## config.mk

```make
export PLATFORM = sky130hd
export DESIGN_NAME = instruction_fetch
export DESIGN_NICKNAME = d
export VERILOG_FILES = /design/src/rtl/instruction_fetch.sv
export SDC_FILE = /design/constraint.sdc
export NUM_CORES = 1
export LEC_CHECK = 0
export BUFFER_PORTS_ARGS = -buffer_cell sky130_fd_sc_hd__buf_2
export CORE_MARGIN = 4
export CORE_UTILIZATION = 45
export CTS_CLUSTER_DIAMETER = 60
export CTS_CLUSTER_SIZE = 25
export DETAILED_ROUTE_END_ITERATION = 12
export GPL_TIMING_DRIVEN = 0
export PLACE_DENSITY = 0.85
export SLEW_MARGIN = 10
export SYNTH_ARGS = -nofsm -noshare
export SYNTH_HDL_FRONTEND = slang
export SYNTH_SLANG_ARGS = --single-unit
```

## constraint.sdc

```tcl
create_clock -name clk -period 1.8 [get_ports clk]
set_clock_uncertainty 0.15 [all_clocks]
set_input_delay 0.36 -clock clk [delete_from_list [all_inputs] [get_ports clk]]
set_output_delay 0.36 -clock clk [all_outputs]
set_load 0.01 [all_outputs]
```

## src/rtl/instruction_fetch.sv

```systemverilog
// Fetch stage: drives ROM address from the PC, assembles 1/2-byte instructions and
// presents them over valid/ready. Optional self-loop halt enabled by FETCH_SELF_LOOP_HALT_EN.
module instruction_fetch #(
    parameter logic [7:0] RESET_PC = 8'd0
) (
    input  logic       clk,
    input  logic       reset,
    output logic [7:0] address_bus,
    input  logic [7:0] data_bus,
    output logic       instr_valid,
    input  logic       instr_ready,
    output logic [7:0] instr_opcode,
    output logic [7:0] instr_imm,
    output logic       instr_len2,
    output logic [7:0] instr_pc,
    input  logic       redirect_en,
    input  logic [7:0] redirect_addr,
    output logic       halted
);

    typedef enum logic [1:0] {
        ST_F0   = 2'd0,
        ST_F1   = 2'd1,
        ST_OUT  = 2'd2,
        ST_HALT = 2'd3
    } state_t;

    state_t     state_r, state_s;
    logic [7:0] pc_r, pc_s;
    logic [7:0] opcode_r, opcode_s;
    logic [7:0] imm_r, imm_s;
    logic [7:0] ipc_r, ipc_s;
    logic       len2_r, len2_s;
    logic       valid_r, valid_s;
`ifdef FETCH_SELF_LOOP_HALT_EN
    logic       halted_r, halted_s;
`endif

    // MOV_IMM/CMP_IMM live at 8'h8x, the branches at 8'hAx-8'hBx
    function automatic logic is_two_byte(input logic [7:0] op);
        return (op[7:4] == 4'b1000) || (op[7:5] == 3'b101);
    endfunction

    // Next-state and next-output computation
    always_comb begin
        state_s  = state_r;
        pc_s     = pc_r;
        opcode_s = opcode_r;
        imm_s    = imm_r;
        ipc_s    = ipc_r;
        len2_s   = len2_r;
        valid_s  = valid_r;
`ifdef FETCH_SELF_LOOP_HALT_EN
        halted_s = halted_r;
`endif
        if (redirect_en) begin
            // Redirect wins over everything, including an in-flight fetch
            pc_s    = redirect_addr;
            state_s = ST_F0;
            valid_s = 1'b0;
`ifdef FETCH_SELF_LOOP_HALT_EN
            halted_s = 1'b0;
`endif
        end else begin
            case (state_r)
                ST_F0: begin
                    opcode_s = data_bus;
                    ipc_s    = pc_r;
                    pc_s     = pc_r + 8'd1;
                    if (is_two_byte(data_bus)) begin
                        len2_s  = 1'b1;
                        state_s = ST_F1;
                    end else begin
                        len2_s  = 1'b0;
                        imm_s   = 8'd0;
                        state_s = ST_OUT;
                        valid_s = 1'b1;
                    end
                end
                ST_F1: begin
                    imm_s   = data_bus;
                    pc_s    = pc_r + 8'd1;
                    state_s = ST_OUT;
                    valid_s = 1'b1;
                end
                ST_OUT: begin
                    if (instr_ready) begin
                        valid_s = 1'b0;
`ifdef FETCH_SELF_LOOP_HALT_EN
                        if ((opcode_r == 8'hA8) && (imm_r == ipc_r)) begin
                            state_s  = ST_HALT;
                            halted_s = 1'b1;
                        end else begin
                            state_s = ST_F0;
                        end
`else
                        state_s = ST_F0;
`endif
                    end else begin
                        state_s = ST_OUT;
                    end
                end
`ifdef FETCH_SELF_LOOP_HALT_EN
                ST_HALT: begin
                    state_s = ST_HALT;
                    valid_s = 1'b0;
                end
`endif
                default: begin
                    state_s = ST_F0;
                    valid_s = 1'b0;
                end
            endcase
        end
    end

    // State and output registers
    always_ff @(posedge clk or negedge reset) begin
        if (!reset) begin
            state_r  <= ST_F0;
            pc_r     <= RESET_PC;
            opcode_r <= 8'd0;
            imm_r    <= 8'd0;
            ipc_r    <= 8'd0;
            len2_r   <= 1'b0;
            valid_r  <= 1'b0;
`ifdef FETCH_SELF_LOOP_HALT_EN
            halted_r <= 1'b0;
`endif
        end else begin
            state_r  <= state_s;
            pc_r     <= pc_s;
            opcode_r <= opcode_s;
            imm_r    <= imm_s;
            ipc_r    <= ipc_s;
            len2_r   <= len2_s;
            valid_r  <= valid_s;
`ifdef FETCH_SELF_LOOP_HALT_EN
            halted_r <= halted_s;
`endif
        end
    end

    assign address_bus  = pc_r;
    assign instr_valid  = valid_r;
    assign instr_opcode = opcode_r;
    assign instr_imm    = imm_r;
    assign instr_len2   = len2_r;
    assign instr_pc     = ipc_r;
`ifdef FETCH_SELF_LOOP_HALT_EN
    assign halted = halted_r;
`else
    assign halted = 1'b0;
`endif

endmodule

```

# Word level (Yosys, flattened, before mapping)
# Cells that the tools add are included.
# W data, S select, Z words.
# classes
add_sub_neg	1
eq_ne	7
n_mux	13
bitwise	1
n_reduce_logical	8
# op_table
cell	n
$mux W8	3
$pmux W8 S2	1
$add A8 B1 Y8 const B	1
$mux W2	3
$ne A3 B3 Y1 const B	2
$pmux W2 S3	1
$eq A4 B4 Y1 const B	1
$mux W1	4
$reduce_and A2 Y1	2
$reduce_bool A2 Y1	2
$eq A3 B3 Y1 const B	1
$pmux W1 S3	1
$reduce_and A3 Y1	1
$eq A2 B1 Y1 const B	1
$eq A2 B2 Y1 const B	1
$logic_not A2 Y1	1
$ne A2 B2 Y1 const B	1
$reduce_or A2 Y1	1
$logic_or A1 B1 Y1	1
$not A1 Y1	1
# totals
ff_bits	36
input_bits	20
output_inout_bits	35
wordCells	37

# Depth between registers and ports, before layout
# Gate-level depths: netlist of the first run.
# depth
ltp_word	5
mapped_depth	4
depth_no_buf	4

# Worst setup path before layout of the first run
# Ideal clock, no wire load.
# synth_path
kind	flip-flop to flip-flop
start	register state_r[1]
end	register ipc_r[3], in the netlist instr_pc[3]
t_arrival_ns	1.277
t_required_ns	1.522
slack_ns	0.246
stages_incl_launch_ff	4
path_buffers	1
period_less_slack_ns	1.554
path_cell_list	dfrtp_1 nor3_4 buf_6 mux2_1
# synth_between
elab_chain_cells	2
# synth_rtl
element	line	source
start, declared	28	state_t state_r, state_s;
start signal, assigned	131	state_r <= state_s;
$logic_not A2 Y1	65	case (state_r)
$reduce_and A2 Y1 (no source line)	-	
end signal, assigned	135	ipc_r <= ipc_s;
end, declared	32	logic [7:0] ipc_r, ipc_s;
# Every way passes these cells.
# A chain may end at the register's enable or synchronous reset.

# Worst setup path in the final report of the first run
# layout_path
start	register state_r[1]
end	register opcode_r[2], in the netlist instr_opcode[2]
# layout_between
elab_chain_cells	2
# layout_rtl
element	line	source
$logic_not A2 Y1	65	
$reduce_and A2 Y1 (no source line)	-	
end signal, assigned	133	opcode_r <= opcode_s;
end, declared	30	logic [7:0] opcode_r, opcode_s;
# Every way passes these cells.

==> impl_metrics.ini, run 1 <==
[drt]
postRouteAntennaNets = 0
drt_iter0_markers = 83
wire_per_inst_microns = 13.5
drc = 0
route.final.wire_length_microns = 3290
dr.pass1.iters = 4
vias_per_cell = 5.11
vias = 1247

[synthesis]
synth_edf_count = 0
synth_nets = 155
synth_mux_area_share_pct = 13.8
async_reset_ff_share_pct = 100
synth_ff_type = dfrtp_1
synthAdderAreaFrac_pct = 0.782
synth_area_sq_um = 1600
yosysTopAreaCellShare_pct = 56.3
syn_avg_cell_area_sq_um = 11.9
synth_top_area_cell = dfrtp_1
synth_xor_area_share_pct = 1.64
synthCells = 134
ys_top_cells_by_area = dfrtp_1 56%, mux2_1 6.3%, mux2_2 4.9%, o21ai_0 3.4%, nand3_1 3.1%
synth_seq_cells = 36
yosys.area_share.simple_pct = 14.0
yosysUniqueCellTypes = 33
synth-compound-area-share_pct = 8.68
yosysWarnings = 0
synth_top_family_by_area = simple AND/OR/NAND/NOR gates
seq_area_frac_synth_pct = 56.3

[layout]
syn2layout_area_growth_pct = 25.4
nets = 218
stdcell_area_sq_um = 2010
postLayoutCoreUtil_pct = 59.2
n_antenna_cell = 0
drive_gt1_share_pct = 37.9
seq_area_sq_um = 901
fillers = 292
multi_input_area_sq_um = 626
instances_no_fill = 244

[status]
outcome = completed

[cts]
clock_sinks = 36
clock_tree.buffer_depth = 2
clkTransAtPathRegs_ns = 0.10
cts_buffers = 5
clock-root-buffer = clkbuf_4
clock_latency_ns = 0.35
cts_max_level = 2
cts_tree = yes
post_cts_resized = 0

[global_route]
grt_pass1_wl_microns = 5220
globalRouteTotalUtil_pct = 15.7
overflow = 0
grt_max_degree = 37
antenna_found_initial = 0
grt_pass1_vias = 1174

[placed_design]
port-buffer-count = 53
place_inst = 233
routabilityCongestion = 0.735
placed_area_sq_um = 1920

[timing]
post-route-period-util_pct = 86.7
fin_crit_ns = 1.56
hold_viol = 0
slew_viol_final = 0
max_freq_ghz = 0.641
setup_viol = 0
tightest_slew_ns = 0.769
finalSetupTns_ns = 0
rsz0062_at_grt = no
slew_headroom_pct = 48.7

[worst_setup_path]
cp_max_fo = 10
crit_type = reg -> reg
critPathLaunch = state_r[1]
worstPathArrival_ns = 1.64
cp-start-kind = flop
endpoint_kind = flop
critical_path_required_ns = 1.87
reg2reg_from = state_r[1]

[floorplanning]
die_h_microns = 67.6
start_util_pct = 47.2
core_sq_um = 3390
row_count = 21
io_pins = 55
die-area_sq_um = 4570
die_w_microns = 67.6

[run]
max_cap_viol_count = 0

[worst_hold_path]
hp-class = in -> reg
hp-start = redirect_addr[0]

[power_and_ir_drop]
vdd_drop_max_mv = 0.352
p_leak_nw = 0.968
power_density_nw_per_um2 = 930
[cells by family after synthesis]
logic type,Yosys count
compound gates,19
other cells,1
xor+xnor,3
simple gates,38
mux,20
fa+ha+maj,1
flops,36
buf+inv,16
[state kept, by name, indices dropped and copies added, names as in the netlist]
register / flops
instr_len2: 1
instr_valid: 1
instr_opcode: 8
state_r: 2
instr_pc: 8
address_bus: 8
instr_imm: 8
[final timing paths]
check,endpoint,slack (ns),depth (start not counted)
worst min-delay path,address_bus[0],0.07,3
worst min register to register,instr_pc[4],0.34,1
max in group asynchronous,instr_pc[7],0.54,2
min in group asynchronous,instr_opcode[3],0.46,2
worst max-delay path,instr_opcode[2],0.24,3
worst max register to register,instr_opcode[2],0.24,3
[layout make-up]
type                    instances  area share (%)
inverters                      10            1.87
clock buffers                   8            2.93
flip-flops and latches         36            44.9
plain buffers                   6            1.81
multi-input cells              82            31.2
repair buffers                 56            14.5
well taps                      46            2.87
[where the power goes]
part	total, mW	switching, mW	leakage, nW	internal [mW]
registers	1.00	0.0811	0.448	0.920
logic	0.420	0.214	0.487	0.205
clock network	0.446	0.254	0.0326	0.193
total	1.87	0.549	0.968	1.32
[per-layer routing]
metal  global-route usage (%)  share of wire (%)
met5                        0                  0
met4                     7.59                1.7
met3                     5.66                6.8
met2                     26.9                 52
met1                     17.1                 39
[per-stage QoR]
step / total power [mW] / hold slack, ns / worst slack, ns
6_report: 1.87 / 0.0716 / 0.239
5_1_grt: 1.98 / 0.0561 / 0.186
4_1_cts: 1.88 / 0.0641 / 0.00677
3_5_place_dp: 1.44 / 0.319 / 0.0328
3_3_place_gp: 1.43 / 0.311 / 0.0568
2_1_floorplan: 1.24 / -0.0856 / 0.246
[critical path, stage by stage, from the launching register on]
cell	delay, ns
dfrtp_1	0.49
nor3_4	0.28
buf_6	0.18
mux2_1	0.33
[synthesized netlist by cell type (2+ instances only)]
master,count
dfrtp_1,36
nand2_1,11
o21ai_0,11
inv_1,10
nand3_1,10
mux2_1,9
mux2_2,7
mux2i_1,4
nor2_1,4
o211ai_1,3
or4_1,3
buf_2,2
clkbuf_1,2
nand4b_1,2
xor2_1,2
[placed cells by master, fill, tap and decap left out, types with 2 or more instances in the layout]
cell type	netlist	final
buf_2	2	55
mux2_1	9	9
buf_4	1	3
or4_1	3	3
xor2_1	2	2
o21ai_0	11	11
inv_1	10	10
nand2_1	11	11
dfrtp_1	36	36
clkbuf_1	2	4
mux2i_1	4	4
nor2_1	4	4
o211ai_1	3	3
nand4b_1	2	2
mux2_2	7	7
clkbuf_4	0	5
nand3_1	10	10
[what timing repair did]
action                     CTS  global route
setup buffers                0             2
hold buffers                 1             0
hold endpoints to repair    36             0
setup endpoints to repair    0             9
Power figures use the tool's default switching activity.
==> run 2: changes to the inputs <==
==> constraint.sdc (replaced) <==
create_clock -name clk -period 1.8 [get_ports clk]
set_clock_uncertainty 0.15 [all_clocks]
set_input_delay 0.27 -clock clk [delete_from_list [all_inputs] [get_ports clk]]
set_output_delay 0.27 -clock clk [all_outputs]
set_load 0.01 [all_outputs]
==> run 2 against run 1 <==
Against the previous run: total power up 0.96%; clock power about the same; global-route usage up 1.2 points; final cell count up 3.3%; via count up 3.8%; wire length up 8.4%; die area unchanged; core utilization up 2.4 points; clock-buffer cell count unchanged; register-to-register slack worse by 0.02 ns; setup slack worse by 0.015 ns.
==> impl_metrics.ini, run 2 (synthesized netlist as in run 1, its figures left out) <==
[worst_setup_path]
critical_path_required_ns = 1.87
worstPathArrival_ns = 1.64
crit_type = reg -> reg
r2r_end = instr_opcode[2]
endpoint_kind = flop
critPathLaunch = state_r[1]
worst_r2r_path_depth = 3
cp-start-kind = flop
reg2reg_from = state_r[1]
reg2reg_slack_ns = 0.22
cp_max_fo = 10

[cts]
clkTransAtPathRegs_ns = 0.11
cts_buffers = 5
clock-root-buffer = clkbuf_4
cts_max_level = 2
cts_tree = yes
clock_tree.buffer_depth = 2
clock_sinks = 36
clock_latency_ns = 0.35

[timing]
hold_viol = 0
post-route-period-util_pct = 87.5
slew_viol_final = 0
finalSetupTns_ns = 0
rsz0062_at_grt = no
max_freq_ghz = 0.635
fin_crit_ns = 1.58
setup_viol = 0
fin_ws_ns = 0.224
slew_headroom_pct = 47.8
tightest_slew_ns = 0.783

[floorplanning]
die_w_microns = 67.6
row_count = 21
core_sq_um = 3390
die_h_microns = 67.6
io_pins = 55
die-area_sq_um = 4570
start_util_pct = 47.2

[layout]
drive_gt1_share_pct = 36.4
syn2layout_area_growth_pct = 30.4
layout_commonest_cell = buf_2
n_antenna_cell = 0
final_cell_mix = 55 x buf_2, 36 x dfrtp_1, 11 x o21ai_0, 11 x nand2_1
nets = 226

[power_and_ir_drop]
pwr-share-clk_pct = 23.7
vdd_drop_max_mv = 0.352
p_leak_nw = 1.00
switching_share_pct = 29.5
pwr-share-seq_pct = 53.2
power_density_nw_per_um2 = 903
pwr-share-comb_pct = 23.1
switchingPower_uw = 555
intPower_mw = 1.33

[global_route]
antenna_found_initial = 0
overflow = 0
grt_max_degree = 37
grt_pass1_vias = 1239
globalRouteTotalUtil_pct = 16.9
busiest_layer = met2
gr-usage-met1_pct = 18.1
met2_usage_pct = 28.8
use_met3_pct = 4.49
grt_pass1_wl_microns = 5600

[placed_design]
post-place-ws_ns = 0.0328
routabilityCongestion = 0.735
port-buffer-count = 53

[drt]
vias = 1295
drc = 0
route.final.wire_length_microns = 3570
vias_per_cell = 5.14
wire_per_inst_microns = 14.2
postRouteAntennaNets = 0
dr.pass1.iters = 4
drt_iter0_markers = 89

[run]
max_cap_viol_count = 0

[worst_hold_path]
hp-start = data_bus[3]
hold_depth = 2
whs_endpoint = instr_opcode[3]
hp-class = in -> reg

[status]
outcome = completed
[run 2: cell count changes in the layout (fill, tap and decap cells not counted), sizes merged]
| cell | delta |
|---|---|
| dlygate4sd3 | +8 |
[run 2: how the worst max path moves through the flow]
stage                            endpoint  depth (start not counted)
final                     instr_opcode[2]                          3
after global routing          instr_pc[4]                          3
after CTS                 instr_opcode[2]                          3
after detailed placement  instr_opcode[2]                          3
after global placement        instr_pc[4]                          3
after floorplan               instr_pc[3]                          3
[run 2: power groups by stage]
| stage | registers [mW] | logic, mW | clock network (mW) |
|---|---|---|---|
| after global placement | 1.01 | 0.411 | 0 |
| after CTS | 1.00 | 0.435 | 0.453 |
| final | 1.00 | 0.436 | 0.446 |
| after detailed placement | 1.02 | 0.421 | 0 |
| after floorplan | 1.07 | 0.174 | 0 |
| after global routing | 1.02 | 0.483 | 0.498 |
[run 2: layer usage]
metal  vias to the layer above  part of all wire (%)
li1                        618                     -
met1                       626                    39
met2                        37                    51
met3                        14                   6.0
met4                         0                   4.2
met5                         -                     0
[run 2: final cells by class]
cell class                 count  area, sq um
fill                         277         1300
buffer                         6         36.3
clock buffer                   8         58.8
timing repair buffer          64          370
tap                           46         57.6
inverter                      10         37.5
sequential                    36          901
multi-input combinational     82          626
[run 2: per-stage QoR]
stage,hold slack (ns),area [sq um],cells,utilization (%),power (mW)
3_3_place_gp,0.241,1920,233,56.7,1.43
3_5_place_dp,0.238,1920,233,56.7,1.44
4_1_cts,0.00580,2060,249,60.8,1.89
5_1_grt,0.00558,2090,252,61.6,2.00
2_1_floorplan,-0.176,1600,134,-,1.24
6_report,0.0123,2090,252,61.6,1.89
[run 2: repair_timing]
item                                    CTS  global route
endpoints found under the hold margin    43             1
endpoints found under the setup margin    0             9
buffers inserted                          0             2
hold buffers                              8             1
gates resized for setup                   0             0
[run 2: critical path: stages, from the launching register on]
cell and delay [ns]:
dfrtp_1 0.50, nor3_4 0.28, buf_6 0.18, mux2_1 0.34
==> run 3: changes to the inputs <==
--- a/config.mk
+++ b/config.mk
@@ -5,6 +5,7 @@
 export SDC_FILE = /design/constraint.sdc
 export NUM_CORES = 1
 export LEC_CHECK = 0
+export ABC_AREA = 1
 export BUFFER_PORTS_ARGS = -buffer_cell sky130_fd_sc_hd__buf_2
 export CORE_MARGIN = 4
 export CORE_UTILIZATION = 45
@@ -12,7 +13,7 @@
 export CTS_CLUSTER_SIZE = 25
 export DETAILED_ROUTE_END_ITERATION = 12
 export GPL_TIMING_DRIVEN = 0
-export PLACE_DENSITY = 0.85
+export PLACE_DENSITY = 0.84
 export SLEW_MARGIN = 10
 export SYNTH_ARGS = -nofsm -noshare
 export SYNTH_HDL_FRONTEND = slang
==> run 3 against run 2 <==
Against the previous run: wire length is 15% higher; design area is 2.3% higher; core utilization shrank 3.3 points; critical path type unchanged; flip-flop and latch count unchanged; largest power group unchanged; critical path depth rose by 2; clock power increased by 38%; largest cell class unchanged; clock-buffer cell count decreased by 1.
==> impl_metrics.ini, run 3 <==
[synthesis]
synth_top_area_cell = dfrtp_1
synth_edf_count = 0
seq_area_frac_synth_pct = 52.7
yosysMostFrequentCell = nand2_1
yosysTopAreaCellShare_pct = 52.7
syn_avg_cell_area_sq_um = 8.90
synth_ff_type = dfrtp_1
ys_top_cells_by_area = dfrtp_1 53%, nand2_1 16%, o21ai_2 8.2%, nand3_1 4.7%, inv_1 3.1%
netlist_top_cells_count = 71 x nand2_1, 36 x dfrtp_1, 16 x nand3_1, 16 x o21ai_2, 14 x inv_1
synth_seq_cells = 36
yosysWarnings = 0
async_reset_ff_share_pct = 100
synthCells = 192
yosysUniqueCellTypes = 23
synth_nets = 213
synth_area_sq_um = 1710

[worst_hold_path]
whs_endpoint = instr_opcode[0]
hp-start = data_bus[0]
hold_depth = 3
hp-class = in -> reg

[layout]
nets = 273
stdcell_area_sq_um = 2130
final_cell_mix = 71 x nand2_1, 52 x buf_2, 36 x dfrtp_1, 16 x nand3_1, 16 x o21ai_2
layout_commonest_cell = nand2_1
drive_gt1_share_pct = 35.7
n_antenna_cell = 0
syn2layout_area_growth_pct = 25.0

[timing]
rsz0062_at_grt = no
tightest_slew_ns = 0.779
max_freq_ghz = 0.700
slew_headroom_pct = 48.0
finalSetupTns_ns = 0
hold_viol = 0
fin_crit_ns = 1.43
slew_viol_final = 0
fin_ws_ns = 0.372
post-route-period-util_pct = 79.3
setup_viol = 0

[floorplanning]
die-area_sq_um = 4840
core_sq_um = 3660
io_pins = 55
die_w_microns = 69.6
start_util_pct = 46.7
row_count = 22
die_h_microns = 69.6

[global_route]
grt_pass1_wl_microns = 6790
overflow = 0
antenna_found_initial = 0
grt_pass1_vias = 1424
grt_max_degree = 37
globalRouteTotalUtil_pct = 17.6

[cts]
clock_tree.buffer_depth = 2
clock_sinks = 36
clock-root-buffer = clkbuf_8
clkTransAtPathRegs_ns = 0.07
clock_latency_ns = 0.29
cts_buffers = 5
cts_tree = yes
cts_max_level = 2

[power_and_ir_drop]
intPower_mw = 1.43
pwr-share-seq_pct = 48.0
pwr-share-comb_pct = 22.2
p_leak_nw = 1.16
power_density_nw_per_um2 = 967
vdd_drop_max_mv = 0.528
switching_share_pct = 30.6
pwr-share-clk_pct = 29.9
switchingPower_uw = 632
total_power_mw = 2.06

[drt]
vias = 1484
drt_iter0_markers = 74
vias_per_cell = 4.95
route.final.wire_length_microns = 4110
drc = 0
wire_per_inst_microns = 13.7
dr.pass1.iters = 4
postRouteAntennaNets = 0

[worst_setup_path]
reg2reg_from = state_r[1]
cp-start-kind = flop
critical_path_required_ns = 1.83
crit_slowest_cell = dfrtp_1
endpoint_kind = flop
crit_family = simple AND/OR/NAND/NOR gates
reg2reg_slack_ns = 0.37
r2r_end = instr_pc[6]
worst_r2r_path_depth = 5
crit_chain = nor2_4, nand2_4, buf_6, nand2_1, o21ai_2
max_stage_delay_ns = 0.44
worstPathArrival_ns = 1.45
critPathLaunch = state_r[1]
cp_max_fo = 10
crit_type = reg -> reg
critPathBufInv = 1

[placed_design]
port-buffer-count = 52
placed_area_sq_um = 2030
hpwlAfterDp_microns = 2930
routabilityCongestion = 0.839
post-place-ws_ns = 0.398

[status]
outcome = completed

[run]
max_cap_viol_count = 0
==> run 3: changes by cell type after synthesis, moves of 4 or more <==
cell / delta
inv_1: +4
o21ai_0: -5
inv_2: +4
nor2_1: +4
mux2i_1: -4
nand3_1: +6
o21ai_2: +16
nand2_1: +60
mux2_1: -9
mux2_2: -7
==> run 3: metrics by stage <==
step / hold WS [ns] / utilization (%) / instances
2_1_floorplan: -0.176 / - / 192
3_3_place_gp: 0.242 / 55.4 / 292
3_5_place_dp: 0.250 / 55.4 / 292
4_1_cts: 0.0420 / 58.3 / 300
5_1_grt: 0.0506 / 58.3 / 300
6_report: 0.0439 / 58.3 / 300
==> run 3: metal layers <==
| metal | vias up | part of all wire [%] | GRT usage [%] |
|---|---|---|---|
| met5 | - | 0 | 0 |
| met4 | 0 | 2.0 | 7.16 |
| met3 | 10 | 6.9 | 4.64 |
| met2 | 59 | 49 | 28.1 |
| met1 | 689 | 42 | 22.6 |
| li1 | 726 | - | - |
==> run 3: worst reg2reg max path: cells and delay by family, from the launching register on <==
family	cells	cell delay, ns
flip-flops	1	0.44
AO/OA/AOI/OAI	1	0.06
AND/OR/NAND/NOR	3	0.49
buffers and inverters	1	0.18
==> run 3: timing repair <==
action                                  4_1_cts  5_1_grt
setup buffers                                 0        0
hold endpoints to repair                     36        0
resized for setup                             0        0
hold buffers                                  1        0
endpoints found under the setup margin        0        0
==> run 3: worst max path at each step <==
stage,to,cells after the start
floorplan,instr_valid,5
global placement,instr_pc[6],5
detailed placement,instr_pc[6],5
CTS,instr_pc[6],5
global route,instr_imm[6],6
finish,instr_pc[6],5
==> run 3: cell type report <==
type / count / area (sq um)
Fill cell: 336 / 1530
Sequential cell: 36 / 901
Multi-Input combinational cell: 132 / 673
Timing Repair Buffer: 53 / 270
Clock buffer: 7 / 96.3
Inverter: 18 / 67.6
Buffer: 6 / 66.3
Tap cell: 48 / 60.1
==> run 3: power groups by stage <==
stage               logic (mW)  clock network, mW  registers, mW
floorplan                0.218                  0           1.04
global placement         0.443                  0          0.997
detailed placement       0.455                  0           1.00
CTS                      0.460              0.627          0.989
global route             0.503              0.664           1.00
finish                   0.457              0.616          0.990
==> run 3: cell families (layout without fill, tap and decap cells) <==
kind of cell,Yosys count,count (layout),synth area share [%]
AOI/OAI and AO/OA,26,26,11.7
xor gates and xnor gates,2,2,1.03
adders and majority gates,1,1,0.732
buffers and inverters,24,84,7.84
DFF,36,36,52.7
other,1,1,0.220
and+or+nand+nor,102,102,25.7
